--- src/rtl/axi4_burst_master.sv ---
`default_nettype none
// ============================================================================
//  Module   : axi4_burst_master
//  Purpose  : Command-driven AXI4 master. Issues one INCR burst (1-256 beats)
//             per command. Write data and read data stream through the master
//             with no added latency. Each command returns a completion status.
//  Options  : AXI_MASTER_STATS_EN adds saturating completion counters
//             (stat_wr_cnt, stat_rd_cnt, stat_err_cnt).
//  Revision : 1.0 - initial release
// ============================================================================
module axi4_burst_master #(
  parameter int DATA_WIDTH = 32,
  parameter int ADDR_WIDTH = 10
) (
  input  logic                  ACLK,
  input  logic                  ARESET,
  // command port
  input  logic                  cmd_valid,
  output logic                  cmd_ready,
  input  logic                  cmd_write,
  input  logic [ADDR_WIDTH-1:0] cmd_addr,
  input  logic [7:0]            cmd_len,
  // write-data stream
  input  logic [DATA_WIDTH-1:0] wr_data,
  input  logic                  wr_valid,
  output logic                  wr_ready,
  // read-data stream
  output logic [DATA_WIDTH-1:0] rd_data,
  output logic                  rd_last,
  output logic                  rd_valid,
  input  logic                  rd_ready,
  // completion
  output logic                  done_valid,
  output logic [1:0]            done_resp,
  output logic                  busy,
  // AW channel
  output logic [ADDR_WIDTH-1:0] AWADDR,
  output logic [7:0]            AWLEN,
  output logic [2:0]            AWSIZE,
  output logic                  AWVALID,
  input  logic                  AWREADY,
  // W channel
  output logic [DATA_WIDTH-1:0] WDATA,
  output logic                  WLAST,
  output logic                  WVALID,
  input  logic                  WREADY,
  // B channel
  input  logic [1:0]            BRESP,
  input  logic                  BVALID,
  output logic                  BREADY,
  // AR channel
  output logic [ADDR_WIDTH-1:0] ARADDR,
  output logic [7:0]            ARLEN,
  output logic [2:0]            ARSIZE,
  output logic                  ARVALID,
  input  logic                  ARREADY,
  // R channel
  input  logic [DATA_WIDTH-1:0] RDATA,
  input  logic [1:0]            RRESP,
  input  logic                  RLAST,
  input  logic                  RVALID,
  output logic                  RREADY
`ifdef AXI_MASTER_STATS_EN
  ,
  output logic [15:0]           stat_wr_cnt,
  output logic [15:0]           stat_rd_cnt,
  output logic [15:0]           stat_err_cnt
`endif
);

  localparam int              C_BYTES = DATA_WIDTH / 8;
  localparam int              C_SIZE  = $clog2(C_BYTES);
  localparam logic [2:0]      C_AXSIZE = 3'(C_SIZE);
  // wide enough for address + 256 beats of bytes without wrapping
  localparam int              C_EW    = ADDR_WIDTH + C_SIZE + 10;
  localparam logic [C_EW-1:0] C_SPAN  = C_EW'(1) << ADDR_WIDTH;
  localparam logic [ADDR_WIDTH-1:0] C_ALIGN_MASK = ADDR_WIDTH'(C_BYTES - 1);

  typedef enum logic [2:0] {
    S_IDLE = 3'd0,
    S_AW   = 3'd1,
    S_W    = 3'd2,
    S_B    = 3'd3,
    S_AR   = 3'd4,
    S_R    = 3'd5,
    S_DONE = 3'd6
  } state_t;

  state_t                  r_state;
  state_t                  w_state_nx;
  logic [ADDR_WIDTH-1:0]   r_addr;
  logic [7:0]              r_len;
  logic [7:0]              r_beat;
  logic [1:0]              r_resp;
  logic                    r_rlast_err;

  logic [C_EW-1:0]         w_end_addr;
  logic                    w_cmd_bad;
  logic                    w_cmd_fire;
  logic                    w_last_beat;
  logic                    w_run;

  assign w_run       = !ARESET;
  assign w_end_addr  = C_EW'(cmd_addr) + ((C_EW'(cmd_len) + C_EW'(1)) << C_SIZE);
  assign w_cmd_bad   = (|(cmd_addr & C_ALIGN_MASK)) || (w_end_addr > C_SPAN);
  assign w_cmd_fire  = cmd_valid && cmd_ready;
  assign w_last_beat = (r_beat == r_len);

  // address channels come straight from registers
  assign AWADDR    = r_addr;
  assign AWLEN     = r_len;
  assign AWSIZE    = C_AXSIZE;
  assign ARADDR    = r_addr;
  assign ARLEN     = r_len;
  assign ARSIZE    = C_AXSIZE;
  assign WDATA     = wr_data;
  assign rd_data   = RDATA;
  assign done_resp = r_rlast_err ? 2'b10 : r_resp;
  assign busy      = (r_state != S_IDLE);

  // state register
  always_ff @(posedge ACLK) begin
    if (ARESET) r_state <= S_IDLE;
    else        r_state <= w_state_nx;
  end

  // next-state and handshake steering; every valid/ready is masked during reset
  always_comb begin
    w_state_nx = r_state;
    cmd_ready  = 1'b0;
    AWVALID    = 1'b0;
    WVALID     = 1'b0;
    WLAST      = 1'b0;
    wr_ready   = 1'b0;
    BREADY     = 1'b0;
    ARVALID    = 1'b0;
    RREADY     = 1'b0;
    rd_valid   = 1'b0;
    rd_last    = 1'b0;
    done_valid = 1'b0;
    case (r_state)
      S_IDLE: begin
        cmd_ready = w_run;
        if (cmd_valid && w_run) begin
          if (w_cmd_bad)      w_state_nx = S_DONE;
          else if (cmd_write) w_state_nx = S_AW;
          else                w_state_nx = S_AR;
        end
      end
      S_AW: begin
        AWVALID = w_run;
        if (w_run && AWREADY) w_state_nx = S_W;
      end
      S_W: begin
        WVALID   = wr_valid && w_run;
        wr_ready = WREADY && w_run;
        WLAST    = w_last_beat && w_run;
        if (WVALID && WREADY && WLAST) w_state_nx = S_B;
      end
      S_B: begin
        BREADY = w_run;
        if (BVALID && BREADY) w_state_nx = S_DONE;
      end
      S_AR: begin
        ARVALID = w_run;
        if (w_run && ARREADY) w_state_nx = S_R;
      end
      S_R: begin
        RREADY   = rd_ready && w_run;
        rd_valid = RVALID && w_run;
        rd_last  = RLAST && w_run;
        if (RVALID && RREADY && w_last_beat) w_state_nx = S_DONE;
      end
      S_DONE: begin
        done_valid = w_run;
        w_state_nx = S_IDLE;
      end
      default: w_state_nx = S_IDLE;
    endcase
  end

  // command capture, beat counting and response accumulation
  always_ff @(posedge ACLK) begin
    if (ARESET) begin
      r_addr      <= '0;
      r_len       <= '0;
      r_beat      <= '0;
      r_resp      <= '0;
      r_rlast_err <= 1'b0;
    end else begin
      if (w_cmd_fire) begin
        r_addr      <= cmd_addr;
        r_len       <= cmd_len;
        r_beat      <= '0;
        r_rlast_err <= 1'b0;
        r_resp      <= w_cmd_bad ? 2'b10 : 2'b00;
      end
      if (r_state == S_W && WVALID && WREADY) begin
        r_beat <= r_beat + 8'd1;
      end
      if (r_state == S_B && BVALID && BREADY) begin
        r_resp <= BRESP;
      end
      if (r_state == S_R && RVALID && RREADY) begin
        r_beat <= r_beat + 8'd1;
        // a slave whose RLAST disagrees with the requested length is flagged
        if (RLAST != w_last_beat) r_rlast_err <= 1'b1;
        if (RRESP > r_resp)       r_resp      <= RRESP;
      end
    end
  end

`ifdef AXI_MASTER_STATS_EN
  logic r_is_wr;

  // remember the direction of the command in flight for the counters
  always_ff @(posedge ACLK) begin
    if (ARESET)          r_is_wr <= 1'b0;
    else if (w_cmd_fire) r_is_wr <= cmd_write;
  end

  // saturating completion counters
  always_ff @(posedge ACLK) begin
    if (ARESET) begin
      stat_wr_cnt  <= '0;
      stat_rd_cnt  <= '0;
      stat_err_cnt <= '0;
    end else if (done_valid) begin
      if (r_is_wr && stat_wr_cnt != 16'hFFFF)   stat_wr_cnt <= stat_wr_cnt + 16'd1;
      if (!r_is_wr && stat_rd_cnt != 16'hFFFF)  stat_rd_cnt <= stat_rd_cnt + 16'd1;
      if (done_resp != 2'b00 && stat_err_cnt != 16'hFFFF)
        stat_err_cnt <= stat_err_cnt + 16'd1;
    end
  end
`endif

endmodule
`default_nettype wire
--- config.mk ---
export PLATFORM = sky130hd
export DESIGN_NAME = axi4_burst_master
export DESIGN_NICKNAME = d
export VERILOG_FILES = /design/src/rtl/axi4_burst_master.sv
export SDC_FILE = /design/constraint.sdc
export NUM_CORES = 1
export LEC_CHECK = 0
export CAP_MARGIN = 40
export CORE_MARGIN = 4
export CORE_UTILIZATION = 35
export CTS_CLUSTER_DIAMETER = 60
export DETAILED_ROUTE_END_ITERATION = 8
export PLACE_DENSITY_LB_ADDON = 0.15
export SYNTH_ARGS = -nofsm -noshare
export SYNTH_HDL_FRONTEND = slang
export SYNTH_SLANG_ARGS = --single-unit
export TNS_END_PERCENT = 30
--- constraint.sdc ---
create_clock -name ACLK -period 3 [get_ports ACLK]
set_input_delay 0.3 -clock ACLK [delete_from_list [all_inputs] [get_ports ACLK]]
set_output_delay 0.3 -clock ACLK [all_outputs]
set_load 0.005 [all_outputs]
Word level (Yosys, flattened, before mapping)
Index checks and enable logic that the tools add are counted.

storage, ports and cells
  register bits = 32
  output and inout port bits = 120
  logic and storage cells = 85

cells by class
  add/subtract/negate cells = 3
  order comparisons = 2
  equal/unequal tests = 14
  multiplexer cells = 32
  reduce and logical (&&, ||, !) cells = 28

operator list
  kind                                                              count
  2-to-1 mux 3 bit                                                  8
  2-to-1 mux 8 bit                                                  3
  logical AND 1 bit                                                 21
  case mux 3 bit (6 select lines)                                   1
  2-to-1 mux 1 bit                                                  14
  adder 10 x 11 -> 12 bit                                           1
  greater-than comparator 12 x 11 -> 1 bit (second input constant)  1
  2-to-1 mux 2 bit                                                  6
  != test 2 bit (second input constant)                             6
  adder 8 x 1 -> 9 bit (second input constant)                      1
  equality test 3 bit (second input constant)                       3
  adder 8 x 1 -> 8 bit (second input constant)                      1
  equality test 8 bit                                               1
  equality test 3 x 2 -> 1 bit (second input constant)              2
  AND reduction 6 bit                                               1
  nonzero test 3 bit                                                2
  equality test 3 x 1 -> 1 bit (second input constant)              1
  logical NOT 3 bit                                                 1
  greater-than comparator 2 bit                                     1
  OR reduction 2 bit                                                1
  logical NOT 1 bit                                                 1
  logical OR 1 bit                                                  1
  != test 1 bit                                                     1

Longest topological paths before layout
Gate-level depths: netlist of run 1.

  word-level depth = 9
  depth in mapped cells = 12
  mapped depth without buffers = 12

Worst setup path before layout of run 1
Ideal clock, no wire load.

  path kind = input port to flip-flop
  from = input cmd_len[0]
  to = register r_state[1]
  data arrival time = 2.564 ns
  data required time = 2.868 ns
  setup slack = 0.305 ns
  stages on the path = 9
  path buffers = 0
  cell sequence = ha_1 -> fa_1 -> or4_4 -> a2111oi_4 -> nand3_1 -> a211oi_1 -> a31oi_1 -> nor4_1 -> nor3_1

on the way
  cells in the longest elaborated chain, start to end = 7

RTL lines
  element                                   RTL line  text
  start, declared                           22        input logic [7:0] cmd_len,
  adder 8 x 1 -> 9 bit                      104       assign w_end_addr = C_EW'(cmd_addr) + ((C_EW'(cmd_len) + C_EW'(1)) << C_SIZE);
  adder 10 x 11 -> 12 bit                   104
  greater-than comparator 12 x 11 -> 1 bit  105       assign w_cmd_bad = (|(cmd_addr & C_ALIGN_MASK)) || (w_end_addr > C_SPAN);
  logical OR 1 bit                          105
  2-to-1 mux 3 bit                          145       if (w_cmd_bad) w_state_nx = S_DONE;
  2-to-1 mux 3 bit                          144       if (cmd_valid && w_run) begin
  case mux 3 bit (6 select lines)           141       case (r_state)
  end signal, assigned                      124       else r_state <= w_state_nx;
  end, declared                             89        state_t r_state;

No other way between the ends. The select of a mux whose other input is x is not followed.
A chain may end at the register's enable or synchronous reset.

Final worst setup path of run 1
  from = input cmd_len[0]
  to = register r_state[2]

The elaborated chain is that of the path after synthesis.

==> results of run 1 <==
==> sequential cells by signal, indices dropped and copies added (netlist names) <==
signal and flops:
ARADDR 10, ARLEN 8, r_beat 8, r_state 3, r_resp 2, r_rlast_err 1
==> layout make-up <==
type                            instances  share of cell area, %
Timing Repair Buffer                  112                   29.1
Inverter                               10                   1.03
Clock inverter                          3                   1.17
Sequential cell                        32                   17.6
Tap cell                              105                   3.61
Clock buffer                            5                   1.89
Multi-Input combinational cell        252                   45.7
==> report_power, final <==
| group | switching, mW | internal [mW] | leakage, nW |
|---|---|---|---|
| Clock | 0.175 | 0.246 | 0.0541 |
| Combinational | 0.426 | 0.507 | 1.24 |
| Sequential | 0.118 | 0.492 | 0.260 |
| Total | 0.719 | 1.24 | 1.56 |
==> tightest hold or removal path, delay by kind of cell <==
| family | cells | cell delay [ps] |
|---|---|---|
| buf+inv | 1 | 150 |
| simple gates | 2 | 120 |
==> worst min path at each step <==
stage / slack, ps / start / to
4_1_cts: 480 / ARADDR[8] / ARADDR[8]
3_3_place_gp: 460 / ARADDR[5] / ARADDR[5]
6_report: 310 / cmd_len[3] / ARLEN[3]
3_5_place_dp: 470 / ARADDR[9] / ARADDR[9]
5_1_grt: 340 / cmd_len[3] / ARLEN[3]
2_1_floorplan: 400 / cmd_addr[0] / ARADDR[0]
==> per-stage QoR <==
step	TNS (ps)	setup slack [ps]	power (mW)	hold WS, ps	utilization [%]
floorplan	0	305	1.24	399	-
global placement	-1340	-425	1.54	458	41.9
detailed placement	-1740	-546	1.54	469	41.9
CTS	0	0.479	1.98	477	43.6
global route	0	11.1	2.10	335	44.1
finish	0	136	1.96	307	44.1
==> logic make-up after synthesis <==
logic type,share of synthesized area [%]
DFF,21.4
buffers and inverters,25.4
xor gates and xnor gates,5.86
other,0.251
and+or+nand+nor,25.3
AOI/OAI and AO/OA,14.4
adders and majority gates,5.69
muxes,1.76
==> cells in the final DEF (no fill, tap or decap), types with 4 or more instances in the layout <==
master / instances
nand2_1: 44
conb_1: 6
dlymetal6s2s_1: 4
clkdlybuf4s50_1: 78
xnor2_1: 5
nor2b_1: 7
nand3_1: 31
clkbuf_8: 5
a21oi_1: 16
nor3_1: 8
and3_1: 7
ha_1: 10
o21ai_1: 5
a22oi_1: 4
nor2_1: 26
buf_4: 29
o21ai_0: 7
xor2_1: 15
and2_1: 5
inv_1: 9
dfxtp_1: 32
==> routing by layer <==
metal  part of all wire [%]  up-vias
li1                       -     1291
met1                     46     1199
met2                     45      111
met3                    7.0       27
met4                    2.5        0
met5                      0        -
==> timing repair <==
item | CTS | global route
resized for setup | 5 | 12
setup buffers | 0 | 0
pin swaps | 3 | 3
hold buffers | 0 | 0
cloned | 0 | 0
setup endpoints to repair | 4 | 4
==> flow_summary.html, run 1 <==
<table>
<tr><th>Metric</th><th>Value</th></tr>
<tr><th colspan="2">Finish</th></tr>
<tr><td>Layout Cell Area excl Fill</td><td>between 3000 and 4000 µm²</td></tr>
<tr><td>Filler cell count</td><td>slightly below 900</td></tr>
<tr><td>Fraction of layout instances using a drive strength above 1</td><td>a little over an eighth</td></tr>
<tr><td>Layout overhead on the synthesized area</td><td>21.9%</td></tr>
<tr><td>Area taken by multi-input logic gates</td><td>between 1500 and 2000 µm²</td></tr>
<tr><td>Ant. Diodes</td><td>0</td></tr>
<tr><td>FF+latch area</td><td>641 µm²</td></tr>
<tr><td>Count of placed standard cells in the final layout, fillers left out</td><td>between 500 and 600</td></tr>
<tr><td>Final net count</td><td>between 500 and 600</td></tr>
<tr><th colspan="2">Global route</th></tr>
<tr><td>Fraction of met3 tracks used by global routing</td><td>3.61%</td></tr>
<tr><td>Aggregate global routing overflow</td><td>0</td></tr>
<tr><td>Busiest layer in global routing</td><td>met2</td></tr>
<tr><td>Global-route wire length before repair</td><td>around 12000 µm</td></tr>
<tr><td>Maximum number of pins on one net before global-route repair</td><td>23</td></tr>
<tr><td>Met1 routing resource usage after global routing</td><td>20.9%</td></tr>
<tr><td>Tot GR Track Use</td><td>between 10% and 20%</td></tr>
<tr><td>Global-route met2 utilization</td><td>23.4%</td></tr>
<tr><td>Via count of the first global-routing pass</td><td>approximately 2.5k</td></tr>
<tr><td>Initial antenna violation count</td><td>0</td></tr>
<tr><th colspan="2">Timing</th></tr>
<tr><td>Post-route minimum period</td><td>between 2000 and 3000 ps</td></tr>
<tr><td>Headroom to the max-slew limit</td><td>around 56%</td></tr>
<tr><td>Number of endpoints with negative hold slack in the final report</td><td>0</td></tr>
<tr><td>Fin. max-slew vios</td><td>0</td></tr>
<tr><td>Fmax</td><td>roughly 0.35 GHz</td></tr>
<tr><td>Unrepaired setup endpoints after global routing</td><td>false</td></tr>
<tr><td>Max Clock Skew</td><td>11.1 ps</td></tr>
<tr><td>Final period utilization</td><td>between 90% and 100%</td></tr>
<tr><td>Worst Max-Slew Pin Slew</td><td>about 660 ps</td></tr>
<tr><td>Setup Viol. Count Final</td><td>0</td></tr>
<tr><th colspan="2">Worst setup path</th></tr>
<tr><td>Worst setup path class</td><td>in -&gt; reg</td></tr>
<tr><td>Required time of the critical path</td><td>between 3000 and 4000 ps</td></tr>
<tr><td>Crit Reg-Reg Endpoint</td><td>r_state[0]</td></tr>
<tr><td>R2R Setup Slk</td><td>about 720 ps</td></tr>
<tr><td>Crit path max-delay cell type</td><td>or4_4</td></tr>
<tr><td>Cell depth of the worst setup path</td><td>10</td></tr>
<tr><td>End point of the critical path</td><td>r_state[2]</td></tr>
<tr><td>Most common cell on crit path</td><td>o211ai_1</td></tr>
<tr><td>Highest net fanout along the worst path</td><td>4</td></tr>
<tr><td>Chain of cells forming the critical path</td><td>clkdlybuf4s15_1 -&gt; ha_4 -&gt; fa_1 -&gt; or4_4 -&gt; a2111oi_4 -&gt; nand3_2 -&gt; a211oi_4 -&gt; a31oi_4 -&gt; o211ai_1 -&gt; o211ai_1</td></tr>
<tr><td>Combined buffer and inverter count along the critical path</td><td>1</td></tr>
<tr><td>Category of the worst setup path launch point</td><td>primary input</td></tr>
<tr><td>CP top delay family</td><td>compound AO/OA/AOI/OAI gates</td></tr>
<tr><td>Number of cell instances on the worst register-to-register path</td><td>7</td></tr>
<tr><td>Data arrival time at the worst-slack endpoint</td><td>3020 ps</td></tr>
<tr><td>Type of element capturing the critical path</td><td>flip-flop</td></tr>
<tr><td>Launching instance or port of the critical path</td><td>cmd_len[0]</td></tr>
<tr><td>Worst reg2reg startpoint</td><td>r_beat[2]</td></tr>
<tr><td>Max incr delay on CP</td><td>approximately 500 ps</td></tr>
<tr><th colspan="2">Placement</th></tr>
<tr><td>Placed cell count</td><td>511</td></tr>
<tr><td>Weighted congestion at the end of routability-driven global placement</td><td>between 0.8 and 0.9</td></tr>
<tr><td>Port-buffer cells</td><td>83</td></tr>
<tr><td>Dpl hpwl</td><td>6130 µm</td></tr>
<tr><td>Placed inst area</td><td>approximately 3500 µm²</td></tr>
<tr><th colspan="2">Floorplanning</th></tr>
<tr><td>Effective utilization at floorplan</td><td>between 30 and 40%</td></tr>
<tr><td>Area enclosed by the die boundary</td><td>approximately 10000 µm²</td></tr>
<tr><td>Overall die height</td><td>around 100 µm</td></tr>
<tr><td>Die W</td><td>between 100 and 150 µm</td></tr>
<tr><td>Area of the core region</td><td>8260 µm²</td></tr>
<tr><td>Standard-cell row count</td><td>33</td></tr>
<tr><td>Number of placed I/O pins</td><td>~220</td></tr>
<tr><th colspan="2">Clocking</th></tr>
<tr><td>Clock-pin slew reported for the worst setup and hold paths after clock tree synthesis</td><td>~70 ps</td></tr>
<tr><td>CTS tree</td><td>done</td></tr>
<tr><td>Total clock buffers created by CTS</td><td>5</td></tr>
<tr><td>Clock Path Buffers</td><td>2</td></tr>
<tr><td>Sinks on the clock net</td><td>32</td></tr>
<tr><td>Clk root buf</td><td>clkbuf_8</td></tr>
<tr><td>Worst skew pair latency</td><td>about 290 ps</td></tr>
<tr><td>H-tree depth</td><td>2</td></tr>
<tr><th colspan="2">Power and ir drop</th></tr>
<tr><td>Power density over the cells</td><td>between 500 and 600 nW/µm²</td></tr>
<tr><td>Worst ir drop on vdd</td><td>around 0.18 mV</td></tr>
<tr><td>Leakage power figure</td><td>around 1.6 nW</td></tr>
<tr><th colspan="2">Drt</th></tr>
<tr><td>Number of detailed-routing iterations run before antenna repair</td><td>5</td></tr>
<tr><td>Wire per inst</td><td>roughly 15 µm</td></tr>
<tr><td>Vias</td><td>~2.6k</td></tr>
<tr><td>Via count normalized by instance count</td><td>5.06</td></tr>
<tr><td>Antenna Nets Post-Route</td><td>0</td></tr>
<tr><td>Residual DRC</td><td>0</td></tr>
<tr><td>Violation count after the first detailed-route iteration</td><td>173</td></tr>
<tr><td>Routed WL</td><td>approximately 7900 µm</td></tr>
<tr><th colspan="2">Synthesis</th></tr>
<tr><td>Largest area contributor in the netlist</td><td>buf_4</td></tr>
<tr><td>Ys Warns</td><td>0</td></tr>
<tr><td>Count of flip-flops with a built-in enable after synthesis</td><td>0</td></tr>
<tr><td>Most used standard cells in the synthesized netlist</td><td>buf_4, nand2_1, dfxtp_1, nand3_1, nor2_1</td></tr>
<tr><td>Count leader, synth</td><td>buf_4</td></tr>
<tr><td>Post-synthesis cell type count</td><td>just over 50</td></tr>
<tr><td>Gate count of the mapped netlist</td><td>392</td></tr>
<tr><td>Portion of the post-synthesis area used by sequential elements</td><td>a little over a fifth</td></tr>
<tr><td>Commonest register cell after synthesis</td><td>dfxtp_1</td></tr>
<tr><td>Flip-flop and latch count after synthesis</td><td>32</td></tr>
<tr><td>Async set or reset register ratio after synthesis</td><td>0%</td></tr>
<tr><td>Post-synth design cell area</td><td>approximately 3000 µm²</td></tr>
<tr><td>Top post-synthesis cells by area</td><td>buf_4, dfxtp_1, nand2_1, nand3_1, ha_1</td></tr>
<tr><td>Mean cell area of the mapped netlist</td><td>7.63 µm²</td></tr>
<tr><td>Area share of the largest cell type after synthesis</td><td>22.4%</td></tr>
<tr><th colspan="2">Worst hold path</th></tr>
<tr><td>Class of the tightest hold or removal check</td><td>in -&gt; reg</td></tr>
<tr><td>Number of cells traversed by the worst hold path</td><td>3</td></tr>
<tr><th colspan="2">Run status</th></tr>
<tr><td>Outcome</td><td>finished clean</td></tr>
<tr><th colspan="2">Run</th></tr>
<tr><td>Max-cap violations</td><td>0</td></tr>
</table>
No activity file was read; power rests on OpenSTA's default activity.
==> inputs of run 2 (changes only) <==
Settings changed: CTS_BUF_LIST set to sky130_fd_sc_hd__clkbuf_4 sky130_fd_sc_hd__clkbuf_8 sky130_fd_sc_hd__clkbuf_16.
==> results of run 2 <==
Final layout, timing and power as in run 1 (identical DEF).
